$ cat config.mk
export PLATFORM = sky130hd
export DESIGN_NAME = tic_tac_referee
export DESIGN_NICKNAME = d
export VERILOG_FILES = /design/src/rtl/tic_tac_referee.sv
export SDC_FILE = /design/constraint.sdc
export NUM_CORES = 1
export LEC_CHECK = 0
export CAP_MARGIN = 0
export CORE_MARGIN = 8
export CORE_UTILIZATION = 49
export DETAILED_ROUTE_END_ITERATION = 10
export PLACE_DENSITY = 0.85
export SLEW_MARGIN = 10
export SYNTH_ARGS = -nofsm -noshare
export SYNTH_HDL_FRONTEND = slang
export SYNTH_SLANG_ARGS = --single-unit
export TNS_END_PERCENT = 10
$ cat constraint.sdc
create_clock -name clock_i -period 4.23 [get_ports clock_i]
set_clock_uncertainty 0.2 [all_clocks]
set_input_delay 0.846 -clock clock_i [delete_from_list [all_inputs] [get_ports clock_i]]
set_output_delay 0.846 -clock clock_i [all_outputs]
set_load 0.05 [all_outputs]
$ cat src/rtl/tic_tac_referee.sv
// Tic-tac-toe referee: takes human moves, queries the move engine, owns the board and declares the result.
// Optional feature macro: TIC_TAC_AUTO_RESTART_EN (square 0 offered in DONE/ERROR starts a new game).
module tic_tac_referee #(
    parameter int unsigned TIMEOUT_CYCLES = 15
) (
    input  logic       clock_i,
    input  logic       reset_i,
    input  logic       h_valid_i,
    input  logic [3:0] h_square_i,
    output logic       h_ready_o,
    output logic       eng_req_o,
    output logic [3:0] eng_hmove_o,
    input  logic       eng_ack_i,
    input  logic [3:0] eng_cmove_i,
    output logic [8:0] board_x_o,
    output logic [8:0] board_o_o,
    output logic       human_win_o,
    output logic       comp_win_o,
    output logic       draw_o,
    output logic       illegal_o,
    output logic       eng_err_o,
    output logic [2:0] state_o
);

    // Handshakes: a human move transfers on a rising edge with h_valid_i && h_ready_o;
    // an engine reply transfers on a rising edge with eng_ack_i && eng_req_o. Anything else is ignored.
    typedef enum logic [2:0] {
        ST_WAIT_H  = 3'd0,
        ST_REQ_ENG = 3'd1,
        ST_CHECK   = 3'd2,
        ST_DONE    = 3'd3,
        ST_ERROR   = 3'd4
    } state_t;

    localparam logic [7:0] TIMER_LAST = 8'(TIMEOUT_CYCLES - 1);

    state_t     state_q;
    logic [8:0] board_x_q, board_o_q;
    logic [3:0] eng_hmove_q;
    logic [7:0] timer_q;
    logic       human_win_q, comp_win_q, draw_q, illegal_q, eng_err_q;

    logic [8:0] h_mask, e_mask, occupied;
    logic [8:0] board_x_d, board_o_d;
    logic       h_legal, e_legal;

    function automatic logic [8:0] sq_mask(input logic [3:0] sq);
        sq_mask = 9'd0;
        if (sq >= 4'd1 && sq <= 4'd9) begin
            sq_mask = 9'd1 << (sq - 4'd1);
        end
    endfunction

    function automatic logic has_line(input logic [8:0] b);
        has_line = (b[0] & b[1] & b[2]) | (b[3] & b[4] & b[5]) | (b[6] & b[7] & b[8])
                 | (b[0] & b[3] & b[6]) | (b[1] & b[4] & b[7]) | (b[2] & b[5] & b[8])
                 | (b[0] & b[4] & b[8]) | (b[2] & b[4] & b[6]);
    endfunction

    always_comb begin
        occupied  = board_x_q | board_o_q;
        h_mask    = sq_mask(h_square_i);
        e_mask    = sq_mask(eng_cmove_i);
        h_legal   = (h_mask != 9'd0) && ((h_mask & occupied) == 9'd0);
        e_legal   = (e_mask != 9'd0) && ((e_mask & occupied) == 9'd0);
        board_x_d = board_x_q | h_mask;
        board_o_d = board_o_q | e_mask;
    end

    always_ff @(posedge clock_i or posedge reset_i) begin
        if (reset_i) begin
            state_q     <= ST_WAIT_H;
            board_x_q   <= 9'd0;
            board_o_q   <= 9'd0;
            eng_hmove_q <= 4'd0;
            timer_q     <= 8'd0;
            human_win_q <= 1'b0;
            comp_win_q  <= 1'b0;
            draw_q      <= 1'b0;
            illegal_q   <= 1'b0;
            eng_err_q   <= 1'b0;
        end else begin
            illegal_q <= 1'b0;
            case (state_q)
                ST_WAIT_H: begin
                    if (h_valid_i) begin
                        if (!h_legal) begin
                            illegal_q <= 1'b1;
                        end else begin
                            board_x_q   <= board_x_d;
                            eng_hmove_q <= h_square_i;
                            timer_q     <= 8'd0;
                            if (has_line(board_x_d)) begin
                                human_win_q <= 1'b1;
                                state_q     <= ST_DONE;
                            end else if (&(board_x_d | board_o_q)) begin
                                draw_q  <= 1'b1;
                                state_q <= ST_DONE;
                            end else begin
                                state_q <= ST_REQ_ENG;
                            end
                        end
                    end
                end
                ST_REQ_ENG: begin
                    // A reply arriving on the timeout cycle still counts as a reply.
                    if (eng_ack_i) begin
                        if (e_legal) begin
                            board_o_q <= board_o_d;
                            state_q   <= ST_CHECK;
                        end else begin
                            eng_err_q <= 1'b1;
                            state_q   <= ST_ERROR;
                        end
                    end else if (timer_q == TIMER_LAST) begin
                        eng_err_q <= 1'b1;
                        state_q   <= ST_ERROR;
                    end else begin
                        timer_q <= timer_q + 8'd1;
                    end
                end
                ST_CHECK: begin
                    timer_q <= 8'd0;
                    if (has_line(board_o_q)) begin
                        comp_win_q <= 1'b1;
                        state_q    <= ST_DONE;
                    end else if (&occupied) begin
                        draw_q  <= 1'b1;
                        state_q <= ST_DONE;
                    end else begin
                        state_q <= ST_WAIT_H;
                    end
                end
                ST_DONE, ST_ERROR: begin
`ifdef TIC_TAC_AUTO_RESTART_EN
                    if (h_valid_i && h_square_i == 4'd0) begin
                        state_q     <= ST_WAIT_H;
                        board_x_q   <= 9'd0;
                        board_o_q   <= 9'd0;
                        eng_hmove_q <= 4'd0;
                        timer_q     <= 8'd0;
                        human_win_q <= 1'b0;
                        comp_win_q  <= 1'b0;
                        draw_q      <= 1'b0;
                        eng_err_q   <= 1'b0;
                    end
`endif
                end
                default: state_q <= ST_ERROR;
            endcase
        end
    end

`ifdef TIC_TAC_AUTO_RESTART_EN
    assign h_ready_o = (state_q == ST_WAIT_H) || (state_q == ST_DONE) || (state_q == ST_ERROR);
`else
    assign h_ready_o = (state_q == ST_WAIT_H);
`endif
    assign eng_req_o   = (state_q == ST_REQ_ENG);
    assign eng_hmove_o = eng_hmove_q;
    assign board_x_o   = board_x_q;
    assign board_o_o   = board_o_q;
    assign human_win_o = human_win_q;
    assign comp_win_o  = comp_win_q;
    assign draw_o      = draw_q;
    assign illegal_o   = illegal_q;
    assign eng_err_o   = eng_err_q;
    assign state_o     = state_q;

endmodule

==> results.md <==
### Timing
* achievable frequency: 0.2726 GHz
* max-slew violation total from the final report: 0
* Final Hold Violating Endpoints: 0
* setup repair after global routing missed its margin: no
* final-report setup violation count: 0
* time the worst path needs with I/O delays and setup: 3.668 ns
* setup tns final: 0 ns
* Least-Margin Pin Slew: 0.6604 ns
* share of the cycle needed by the critical path after routing: 0.8671
* worst rel slew slack: 0.5571

### Global route
* global-route usage over all layers: 0.1864
* global-route wire length before repair: 11430 um
* antenna violations before repair: 0
* total congestion overflow: 0
* pin count of the biggest net entering global routing: 39
* via count of the first global-routing pass: 2334

### Logic synthesis
* count of yosys warnings during synthesis: 0
* fraction of the mapped netlist area in adder cells: 0.01995
* largest cells by area after synthesis: dfrtp_1 (38%), nor2_1 (4.2%), o21ai_0 (4.0%), a21o_1 (3.0%), o21bai_1 (2.4%)
* post-synthesis xor/xnor area fraction: 0
* Yosys top cell area share: 0.3791
* cell type with the largest total area after synthesis: dfrtp_1
* post-synthesis sequential element count: 38
* Post-Synthesis Cells: 273
* cell area after synthesis: 0.002509 mm^2
* dominant cell by count in the synthesized netlist: dfrtp_1
* number of flops mapped to enable cells by yosys: 0
* async set-reset flop share out of synthesis: 1.000
* share of the synthesized area in compound gates (AO/OA/AOI/OAI): 0.2838
* main combinational cell family by area after synthesis: compound AO/OA/AOI/OAI gates
* predominant post-synthesis flop cell: dfrtp_1
* share of synthesized cell area in and, or, nand and nor gates: 0.2364
* Post-Synthesis Net Count: 289
* top post-synthesis cells by count: dfrtp_1 (38), nor2_1 (28), o21ai_0 (20)
* post-synthesis average cell area: 9.189 um^2
* multiplexer fraction of the synthesized cell area: 0.04239
* share of synthesized area occupied by flip-flops and latches: 0.3791
* number of distinct standard cells referenced by the synthesized netlist: 65

### Power and ir drop
* power density of the placed cells: 442.0 mW/mm^2
* maximum VDD drop: 0.2294 mV
* total power after layout: 1.374 mW
* leakage power total: 1.281 nW

### Clock tree
* clock buffer count from CTS: 5
* maximum number of buffers from clock root to sink: 2
* CTS H-Tree Depth: 2
* library cell used as clock root buffer: clkbuf_8
* Post-CTS Hold Buffers: 0
* clock-pin slew of the registers on the worst-case setup and hold paths: 0.07 ns
* Setup Buffers After CTS: 0
* clock tree from TritonCTS: yes
* total number of clock tree sinks: 38
* clock network latency to the later pin of the worst-skew pair: 0.29 ns
* post-cts resize count: 0

### Cells and area
* area added between synthesis and finish: 23.89%
* Final Net Count: 335
* count of inserted antenna diode cells: 0
* fraction of layout cells with a size suffix above 1: 0.1125
* Design Area, Final: 0.003108 mm^2
* number of non-filler instances in the completed layout: 390

### Min path
* kind of path behind the tightest hold check: reg2reg

### Floorplanning
* core box area: 0.005010 mm^2
* Die Outline Area: 0.007665 mm^2
* IO Count: 44
* horizontal extent of the die: 87.55 um
* vertical extent of the die: 87.55 um
* initial core utilization: 0.5007
* number of placement rows: 26

### Outcome
* run status: complete, no violations

### Detailed routing
* Detail Route Antenna Nets: 0
* average wire length per cell after detail routing: 17.53 um
* vias after detailed routing: 2413
* total wire length after detailed routing: 6838 um
* via density per instance: 6.187
* iteration-0 DRC count of the detailed router: 307
* Remaining DRCs: 0
* drt pass-1 iters: 4

### Critical path
* critical path startpoint category: primary input
* CP Class: in2reg
* Critical Path End Type: flop
* reg2reg setup slack: 1.61 ns
* critical path peak fanout: 10
* required time of the critical path: 4.24 ns
* data arrival time of the critical path: 3.67 ns

### Place
* final estimated routing congestion in global placement: 0.9306
* detailed placement HPWL: 5026 um
* number of port buffers: 43
* cell area after placement: 0.003017 mm^2
* DP Cell Count: 382

### Flow run
* # Max-Cap Violations: 0

==> layout make-up <==
class                      instances  area (um^2)
clock buffer                       7        86.33
clock inverter                     1        5.005
fill                             466         1902
inverter                          11        41.29
multi-input combinational        214         1461
sequential                        38        950.9
tap                               70        87.58
timing repair buffer              49        475.5
==> state kept, by name, summed over array words and instances (netlist names) <==
| register | cells |
|---|---|
| human_win_o | 1 |
| state_o | 3 |
| eng_err_o | 1 |
| board_x_o | 9 |
| illegal_o | 1 |
| draw_o | 1 |
| timer_q | 8 |
| comp_win_o | 1 |
| eng_hmove_o | 4 |
| board_o_o | 9 |
==> stage by stage <==
step	worst slack, ns	hold WS [ns]	util
4_1_cts	0.5794	0.2759	0.6204
6_report	0.5623	0.2657	0.6204
5_1_grt	0.2864	0.2820	0.6204
3_5_place_dp	0.2595	0.2589	0.6021
2_1_floorplan	0.8973	0.2515	-
3_3_place_gp	0.3199	0.2391	0.6021
==> worst max-delay path, cell delays in order <==
cell and delay (ns):
clkdlybuf4s50_1 0.42, nor2_1 0.25, ha_1 0.33, buf_4 0.20
nor4b_2 0.51, a21boi_1 0.13, a2111o_1 0.33, nor4_2 0.32
nor4bb_1 0.12, o31ai_2 0.21
==> logic make-up (layout without fill, tap and decap cells) <==
| group | after synthesis | after routing |
|---|---|---|
| buffers and inverters | 21 | 68 |
| DFF | 38 | 38 |
| adders and majority gates | 4 | 4 |
| AOI/OAI and AO/OA | 96 | 96 |
| and+or+nand+nor | 104 | 104 |
| muxes | 10 | 10 |
==> metal layers <==
layer | up-vias | wire length (um) | global-route usage
met2 | 111 | 3106 | 0.2851
li1 | 1127 | - | -
met4 | 0 | 131 | 0.08594
met3 | 12 | 554 | 0.04597
met5 | - | 0 | 0
met1 | 1163 | 3045 | 0.2414
==> placed cells by master (no fill, tap or decap), types with 5 or more instances in the layout <==
master | netlist | final
clkdlybuf4s50_1 | 0 | 43
dfrtp_1 | 38 | 38
nor2_1 | 28 | 28
o21ai_0 | 20 | 20
nand2_1 | 13 | 13
inv_1 | 11 | 11
nor3_1 | 11 | 11
a21o_1 | 10 | 10
nor2b_1 | 9 | 9
a21oi_1 | 9 | 9
o21bai_1 | 8 | 8
nand2b_1 | 7 | 7
clkbuf_8 | 0 | 6
buf_4 | 0 | 6
or2_2 | 5 | 5
a211oi_1 | 5 | 5
a22o_1 | 5 | 5
a31oi_1 | 5 | 5
mux2i_1 | 5 | 5
nand3_1 | 5 | 5
==> report_power, final <==
part	internal, mW	switching [mW]	total [mW]
Combinational	0.219	0.396	0.614
Clock	0.131	0.127	0.258
Sequential	0.420	0.0808	0.501
Total	0.771	0.603	1.37
==> final timing paths <==
kind	start	endpoint	cells after the start
max in group asynchronous	reset_i	board_x_o[3]	3
hold reg to reg	human_win_o	human_win_o	1
setup reg to reg	board_x_o[6]	timer_q[1]	6
hold / removal	human_win_o	human_win_o	1
setup / recovery	h_square_i[0]	state_o[1]	10
min in group asynchronous	reset_i	human_win_o	3
Note: power is estimated with default switching activity, not from simulation.
